$ cat src/rtl/paddle_pkg.sv
// Shared definitions for the multi-paddle mover: direction bit positions inside a
// 4-button group, the per-direction FSM encoding and the axis clamp helper.
package paddle_pkg;

  localparam int DIR_UP    = 3;
  localparam int DIR_DOWN  = 2;
  localparam int DIR_LEFT  = 1;
  localparam int DIR_RIGHT = 0;

  typedef enum logic [1:0] {
    IDLE   = 2'd0,
    HOLD   = 2'd1,
    REPEAT = 2'd2
  } dirState_e;

  // The sum is formed in 32-bit signed arithmetic, so a step past a bound saturates instead of wrapping.
  function automatic int clampAxis(input int value, input int delta, input int lo, input int hi);
    int sum;
    sum = value + delta;
    if (sum < lo) begin
      return lo;
    end else if (sum > hi) begin
      return hi;
    end else begin
      return sum;
    end
  endfunction

endpackage

$ cat src/rtl/button_conditioner.sv
// One active-low button: 2-flop synchroniser, counting debouncer and hold/auto-repeat
// FSM. `step` is a 1-cycle pulse, combinational on the registered state.
module button_conditioner
  import paddle_pkg::*;
#(
  parameter int DEBOUNCE_CYCLES = 4,
  parameter int HOLD_CYCLES     = 1000,
  parameter int REPEAT_CYCLES   = 250
) (
  input  logic clock,
  input  logic reset,
  input  logic buttonRaw,
  output logic step
);

  localparam int DCW      = $clog2(DEBOUNCE_CYCLES + 1);
  localparam int MAX_TIME = (HOLD_CYCLES > REPEAT_CYCLES) ? HOLD_CYCLES : REPEAT_CYCLES;
  localparam int TW       = $clog2(MAX_TIME + 1);

  logic [1:0]     syncQ_r;
  logic           debLevel_r;
  logic [DCW-1:0] debCount_r;
  dirState_e      state_r, stateNext_s;
  logic [TW-1:0]  timer_r, timerNext_s;
  logic           pressed_s;

  assign pressed_s = ~debLevel_r;

  // Synchroniser and debouncer; the level flips only after DEBOUNCE_CYCLES consecutive disagreeing samples.
  always_ff @(posedge clock) begin
    if (reset) begin
      syncQ_r    <= 2'b11;
      debLevel_r <= 1'b1;
      debCount_r <= '0;
    end else begin
      syncQ_r <= {syncQ_r[0], buttonRaw};
      if (syncQ_r[1] == debLevel_r) begin
        debCount_r <= '0;
      end else if (debCount_r == DCW'(DEBOUNCE_CYCLES - 1)) begin
        debLevel_r <= ~debLevel_r;
        debCount_r <= '0;
      end else begin
        debCount_r <= debCount_r + DCW'(1);
      end
    end
  end

  // FSM state and timer registers.
  always_ff @(posedge clock) begin
    if (reset) begin
      state_r <= IDLE;
      timer_r <= '0;
    end else begin
      state_r <= stateNext_s;
      timer_r <= timerNext_s;
    end
  end

  // Hold/repeat next-state and step pulse; release always wins over a due step.
  always_comb begin
    stateNext_s = state_r;
    timerNext_s = timer_r;
    step        = 1'b0;
    case (state_r)
      IDLE: begin
        if (pressed_s) begin
          step        = 1'b1;
          stateNext_s = HOLD;
          timerNext_s = '0;
        end else begin
          timerNext_s = '0;
        end
      end
      HOLD: begin
        if (!pressed_s) begin
          stateNext_s = IDLE;
          timerNext_s = '0;
        end else if (timer_r == TW'(HOLD_CYCLES - 1)) begin
          step        = 1'b1;
          stateNext_s = REPEAT;
          timerNext_s = '0;
        end else begin
          timerNext_s = timer_r + TW'(1);
        end
      end
      REPEAT: begin
        if (!pressed_s) begin
          stateNext_s = IDLE;
          timerNext_s = '0;
        end else if (timer_r == TW'(REPEAT_CYCLES - 1)) begin
          step        = 1'b1;
          timerNext_s = '0;
        end else begin
          timerNext_s = timer_r + TW'(1);
        end
      end
      default: begin
        stateNext_s = IDLE;
        timerNext_s = '0;
      end
    endcase
  end

endmodule

$ cat src/rtl/multi_paddle_mover.sv
// N independent paddles: conditions every button bit, then combines steps per axis,
// clamps, and applies recenter/freeze before registering positions and the moved strobe.
module multi_paddle_mover
  import paddle_pkg::*;
#(
  parameter int N_PADDLES       = 2,
  parameter int X_W             = 8,
  parameter int Y_W             = 9,
  parameter int X_INIT          = 115,
  parameter int Y_INIT          = 240,
  parameter int X_MIN           = 0,
  parameter int X_MAX           = 235,
  parameter int Y_MIN           = 0,
  parameter int Y_MAX           = 479,
  parameter int STEP            = 1,
  parameter int DEBOUNCE_CYCLES = 4,
  parameter int HOLD_CYCLES     = 1000,
  parameter int REPEAT_CYCLES   = 250
) (
  input  logic                     clock,
  input  logic                     reset,
  input  logic [4*N_PADDLES-1:0]   button,
  input  logic                     freeze,
  input  logic [N_PADDLES-1:0]     recenter,
  output logic [X_W*N_PADDLES-1:0] paddleXValue,
  output logic [Y_W*N_PADDLES-1:0] paddleYValue,
  output logic [N_PADDLES-1:0]     moved
);

  logic [4*N_PADDLES-1:0] stepPulse_s;

  for (genvar b = 0; b < 4 * N_PADDLES; b++) begin : gCond
    button_conditioner #(
      .DEBOUNCE_CYCLES(DEBOUNCE_CYCLES),
      .HOLD_CYCLES    (HOLD_CYCLES),
      .REPEAT_CYCLES  (REPEAT_CYCLES)
    ) uCond (
      .clock    (clock),
      .reset    (reset),
      .buttonRaw(button[b]),
      .step     (stepPulse_s[b])
    );
  end

  for (genvar p = 0; p < N_PADDLES; p++) begin : gPaddle
    logic [X_W-1:0] xPos_r, xNext_s;
    logic [Y_W-1:0] yPos_r, yNext_s;
    logic           moved_r;
    int             dx_s, dy_s;

    // Opposing steps in the same cycle cancel because both deltas are summed.
    always_comb begin
      dx_s    = (stepPulse_s[4*p+DIR_RIGHT] ? STEP : 0) - (stepPulse_s[4*p+DIR_LEFT] ? STEP : 0);
      dy_s    = (stepPulse_s[4*p+DIR_DOWN]  ? STEP : 0) - (stepPulse_s[4*p+DIR_UP]   ? STEP : 0);
      xNext_s = X_W'(clampAxis(int'(xPos_r), dx_s, X_MIN, X_MAX));
      yNext_s = Y_W'(clampAxis(int'(yPos_r), dy_s, Y_MIN, Y_MAX));
    end

    // Position register: reset > recenter > freeze > step.
    always_ff @(posedge clock) begin
      if (reset) begin
        xPos_r  <= X_W'(X_INIT);
        yPos_r  <= Y_W'(Y_INIT);
        moved_r <= 1'b0;
      end else if (recenter[p]) begin
        xPos_r  <= X_W'(X_INIT);
        yPos_r  <= Y_W'(Y_INIT);
        moved_r <= (xPos_r != X_W'(X_INIT)) || (yPos_r != Y_W'(Y_INIT));
      end else if (freeze) begin
        moved_r <= 1'b0;
      end else begin
        xPos_r  <= xNext_s;
        yPos_r  <= yNext_s;
        moved_r <= (xNext_s != xPos_r) || (yNext_s != yPos_r);
      end
    end

    assign paddleXValue[X_W*p +: X_W] = xPos_r;
    assign paddleYValue[Y_W*p +: Y_W] = yPos_r;
    assign moved[p]                   = moved_r;
  end

endmodule

$ cat config.mk
export PLATFORM = sky130hd
export DESIGN_NAME = multi_paddle_mover
export DESIGN_NICKNAME = d
export VERILOG_FILES = /design/src/rtl/paddle_pkg.sv /design/src/rtl/button_conditioner.sv /design/src/rtl/multi_paddle_mover.sv
export SDC_FILE = /design/constraint.sdc
export NUM_CORES = 1
export LEC_CHECK = 0
export BUFFER_PORTS_ARGS = -buffer_cell sky130_fd_sc_hd__buf_2
export CAP_MARGIN = 20
export CELL_PAD_IN_SITES_DETAIL_PLACEMENT = 0
export CELL_PAD_IN_SITES_GLOBAL_PLACEMENT = 1
export CORE_AREA = 2 2 176 178
export CTS_BUF_LIST = sky130_fd_sc_hd__clkbuf_8 sky130_fd_sc_hd__clkbuf_16
export DETAILED_ROUTE_END_ITERATION = 7
export DIE_AREA = 0 0 178 180
export GPL_TIMING_DRIVEN = 0
export PLACE_DENSITY_LB_ADDON = 0.1
export SLEW_MARGIN = 0
export SYNTH_ARGS = -nofsm -noshare
export SYNTH_HDL_FRONTEND = slang
export SYNTH_SLANG_ARGS = --single-unit
$ cat constraint.sdc
create_clock -name clock -period 10.99 [get_ports clock]
set_clock_uncertainty 0.1 [all_clocks]
set_input_delay 2.198 -clock clock [delete_from_list [all_inputs] [get_ports clock]]
set_output_delay 2.198 -clock clock [all_outputs]
set_load 0.02 [all_outputs]
==> flow_metrics.env <==
export IMPL_clockBufferDepth=2
export IMPL_p_leak_uw=0.005059
export IMPL_ys_warn_count=0
export IMPL_slew_viol_final=0
export IMPL_place_congestion=0.8367
export IMPL_worstPathRequired_ns=11.21
export IMPL_final_cell_mix="222 x nor2_1, 180 x dfxtp_1, 90 x a21oi_1, 84 x inv_1, 84 x ha_1"
export IMPL_num_vias=10730
export IMPL_synthAdderAreaFrac_pct=8.820
export IMPL_synth_compound_area_share_pct=19.37
export IMPL_drtIter0Drc=780
export IMPL_cts_setup_buffers=0
export IMPL_nets=1663
export IMPL_num_fill_cells=3121
export IMPL_vias_per_cell=5.434
export IMPL_cp_max_fo=10
export IMPL_grt_pass1_vias=10050
export IMPL_setup_slack_ns=4.642
export IMPL_root_buffer="clkbuf_16"
export IMPL_clk_latency_ns=0.44
export IMPL_tns_ns=0
export IMPL_internal_power_uw=1008
export IMPL_rsz0062_at_grt="false"
export IMPL_fin_crit_sh_pct=57.76
export IMPL_cp_data_arrival_time_ns=6.56
export IMPL_ys_ff_latch=180
export IMPL_synth_edf_count=0
export IMPL_status="finished, final reports clean"
export IMPL_drive_above_1_share_pct=10.45
export IMPL_cp_end_kind="flop"
export IMPL_rr_endpoint="gPaddle[1].moved_r$_SDFF_PP0_"
export IMPL_postCtsHoldBufs=0
export IMPL_crit_type="flop to flop"
export IMPL_antenna_found_initial=0
export IMPL_synth_xor_area_share_pct=8.368
export IMPL_r2r_start="gCond[7].uCond.timer_r[0]$_SDFF_PP0_"
export IMPL_io_buffers=46
export IMPL_final_common_cell="nor2_1"
export IMPL_async_reset_ff_share_pct=0
export IMPL_worst_slew_pin_slew_ns=0.9603
export IMPL_drc=0
export IMPL_grt_usage_pct=19.50
export IMPL_grt_pass1_wl_mm=50.99
export IMPL_yosys_area_share_simple_pct=26.47
export IMPL_dpl_hpwl_mm=22.38
export IMPL_cts_buffers=17
export IMPL_synth_top_family_by_area="simple AND/OR/NAND/NOR gates"
export IMPL_routed_wl_mm=30.64
export IMPL_combinationalPowerShare_pct=4.1
export IMPL_power_share_clock_pct=46.8
export IMPL_vdd_ir_drop_max_mv=0.1494
export IMPL_swShare_pct=25.26
export IMPL_cts_tree="done"
export IMPL_hold_viol=0
export IMPL_cp_endpoint="gPaddle[1].moved_r$_SDFF_PP0_"
export IMPL_die_w_um=178
export IMPL_grt_max_degree=19
export IMPL_die_y_um=180
export IMPL_ys_seq_area_share_pct=30.24
export IMPL_slew_headroom_pct=35.15
export IMPL_register_area_um2=3603
export IMPL_worst_r2r_cell_count=24
export IMPL_cp_startpoint="gCond[7].uCond.timer_r[0]$_SDFF_PP0_"
export IMPL_sequentialPowerShare_pct=49.1
export IMPL_synthCells=1501
export IMPL_dieArea_um2=32040
export IMPL_ios=49
export IMPL_max_freq_mhz=157.5
export IMPL_overflow=0
export IMPL_netlist_area_um2=11920
export IMPL_syn_num_nets=1598
export IMPL_path_buf_inv=5
export IMPL_area_growth_pct=11.12
export IMPL_path_delay_family="buffers and inverters"
export IMPL_setup_viol_count_final=0
export IMPL_multi_input_area_um2=7572
export IMPL_ctsHtreeMaxLevel=4
export IMPL_core_area_um2=30190
export IMPL_crit_cells=24
export IMPL_diodes=0
export IMPL_cts_sinks=180
export IMPL_yosysUniqueCellTypes=94
export IMPL_power_density_nw_per_um2=101.9
export IMPL_hold_ws_ns=0.3129
export IMPL_cp_start_kind="flop"
export IMPL_fin_crit_ns=6.348
export IMPL_post_place_ws_ns=4.832
export IMPL_start_util_pct=39.47
export IMPL_cpPeakStageDelay_ns=0.54
export IMPL_switching_power_uw=340.8
export IMPL_r2r_slack_ns=4.64
export IMPL_synth_main_ff_cell="dfxtp_1"
export IMPL_first_pass_iters=5
export IMPL_row_count=64
export IMPL_critPathSlowestCell="buf_1"
export IMPL_synth_avg_cell_area_um2=7.939
export IMPL_synthMuxAreaShare_pct=0.5145
export IMPL_path_cells="ha_1 > nand2_1 > nor3_1 > nand4_1 > inv_1 > a211oi_1 > nor3_1 > ha_1 > buf_2 > buf_1 > buf_1 > xor2_1 > ha_1 > nor4_1 > nor4_2 > a21o_1 > o21ai_0 > xnor2_1 > clkbuf_1 > a21oi_1 > a211oi_1 > nand4b_1 > nor3_1 > o211ai_1"
export IMPL_cts_resized=0
export IMPL_drtAntennaViolNets=0
export IMPL_wl_per_cell_um=15.52
export IMPL_path_clk_slew_ns=0.08
export IMPL_maxCapViolCount=0
export IMPL_hold_path_class="flop to flop"
-- flip-flops by register name (all words and copies together), names as in the netlist --
signal and flops:
gCond.uCond.debCount_r 24, gCond.uCond.debLevel_r 8, gCond.uCond.state_r 16, gCond.uCond.syncQ_r 16
gCond.uCond.timer_r 80, gPaddle.moved_r 2, gPaddle.xPos_r 16, gPaddle.yPos_r 18
-- power groups by stage --
stage	Combinational, uW	Sequential [uW]	Clock, uW
global route	60.9	663	679
finish	55.8	662	631
global placement	56.4	677	0
floorplan	34.9	678	0
detailed placement	56.0	677	0
CTS	56.2	662	653
-- metal layers --
| metal | GRT usage (%) | vias to the layer above | wire length [um] |
|---|---|---|---|
| li1 | - | 5451 | - |
| met1 | 26.91 | 5063 | 15030 |
| met2 | 31.81 | 193 | 14060 |
| met3 | 2.475 | 26 | 1134 |
| met4 | 5.410 | 0 | 416 |
| met5 | 0 | - | 0 |
-- how the worst min path moves through the flow --
stage,from,depth (start not counted),end,slack (ns)
global placement,gCond[1].uCond.syncQ_r[0]$_SDFF_PP1_,1,gCond[1].uCond.syncQ_r[1]$_SDFF_PP1_,0.30
detailed placement,gCond[3].uCond.syncQ_r[0]$_SDFF_PP1_,1,gCond[3].uCond.syncQ_r[1]$_SDFF_PP1_,0.30
floorplan,gCond[0].uCond.syncQ_r[0]$_SDFF_PP1_,1,gCond[0].uCond.syncQ_r[1]$_SDFF_PP1_,0.29
CTS,gCond[3].uCond.syncQ_r[0]$_SDFF_PP1_,1,gCond[3].uCond.syncQ_r[1]$_SDFF_PP1_,0.31
global route,gCond[2].uCond.syncQ_r[0]$_SDFF_PP1_,1,gCond[2].uCond.syncQ_r[1]$_SDFF_PP1_,0.33
finish,gCond[3].uCond.syncQ_r[0]$_SDFF_PP1_,1,gCond[3].uCond.syncQ_r[1]$_SDFF_PP1_,0.31
-- per-stage QoR --
stage	std cells	instance area, um^2	utilization, %	power (uW)
floorplan	1501	11920	-	712.4
global placement	1943	12640	41.88	733.5
detailed placement	1943	12640	41.88	733.3
CTS	1975	13240	43.86	1371
global route	1975	13240	43.86	1403
finish	1975	13240	43.86	1349
-- cell usage after synthesis (6+ instances only) --
| master | count | share of area (%) |
|---|---|---|
| buf_4 | 13 | 0.82 |
| nor4b_1 | 10 | 0.73 |
| buf_2 | 18 | 0.76 |
| and3_1 | 14 | 0.73 |
| nand2b_1 | 25 | 1.3 |
| o22ai_1 | 13 | 0.68 |
| inv_1 | 84 | 2.6 |
| o21ai_0 | 57 | 2.4 |
| clkbuf_1 | 42 | 1.3 |
| nand3b_1 | 16 | 1.0 |
| dfxtp_1 | 180 | 30 |
| o31ai_1 | 16 | 1.0 |
| nor2_1 | 222 | 7.0 |
| a22o_1 | 10 | 0.73 |
| a21oi_1 | 90 | 3.8 |
| a21o_1 | 11 | 0.69 |
| or3_1 | 19 | 1.0 |
| nor2b_1 | 15 | 0.79 |
| o211ai_1 | 7 | 0.44 |
| xor2_1 | 49 | 3.6 |
| nand4b_1 | 8 | 0.59 |
| xnor2_1 | 63 | 4.6 |
| nand3_1 | 69 | 2.9 |
| nor3_1 | 37 | 1.6 |
| o2111ai_1 | 7 | 0.51 |
| and2_1 | 7 | 0.37 |
| or4_1 | 6 | 0.38 |
| ha_1 | 84 | 8.8 |
| a211o_1 | 11 | 0.81 |
| or2_2 | 21 | 1.1 |
| nor3b_1 | 8 | 0.50 |
| and3b_1 | 6 | 0.44 |
| nor4_1 | 12 | 0.63 |
| buf_1 | 6 | 0.19 |
| nand2_1 | 77 | 2.4 |
| a31oi_1 | 16 | 0.84 |
| a211oi_1 | 18 | 1.1 |
| nand4_1 | 16 | 0.84 |
-- area by class of cell --
cell class	count	area share [%]
repair buffers	46	1.739
plain buffers	84	3.156
flip-flops and latches	180	27.21
well taps	396	3.742
clock buffers	18	3.317
clock inverters	14	1.209
multi-input cells	1151	57.19
inverters	86	2.438
-- logic make-up after synthesis --
family / after synthesis
AND/OR/NAND/NOR: 614
adder cells (fa/ha/maj): 84
multiplexers: 6
AO/OA/AOI/OAI: 334
buffers and inverters: 170
flip-flops: 180
XOR/XNOR: 113
(Power assumes the default switching activity.)
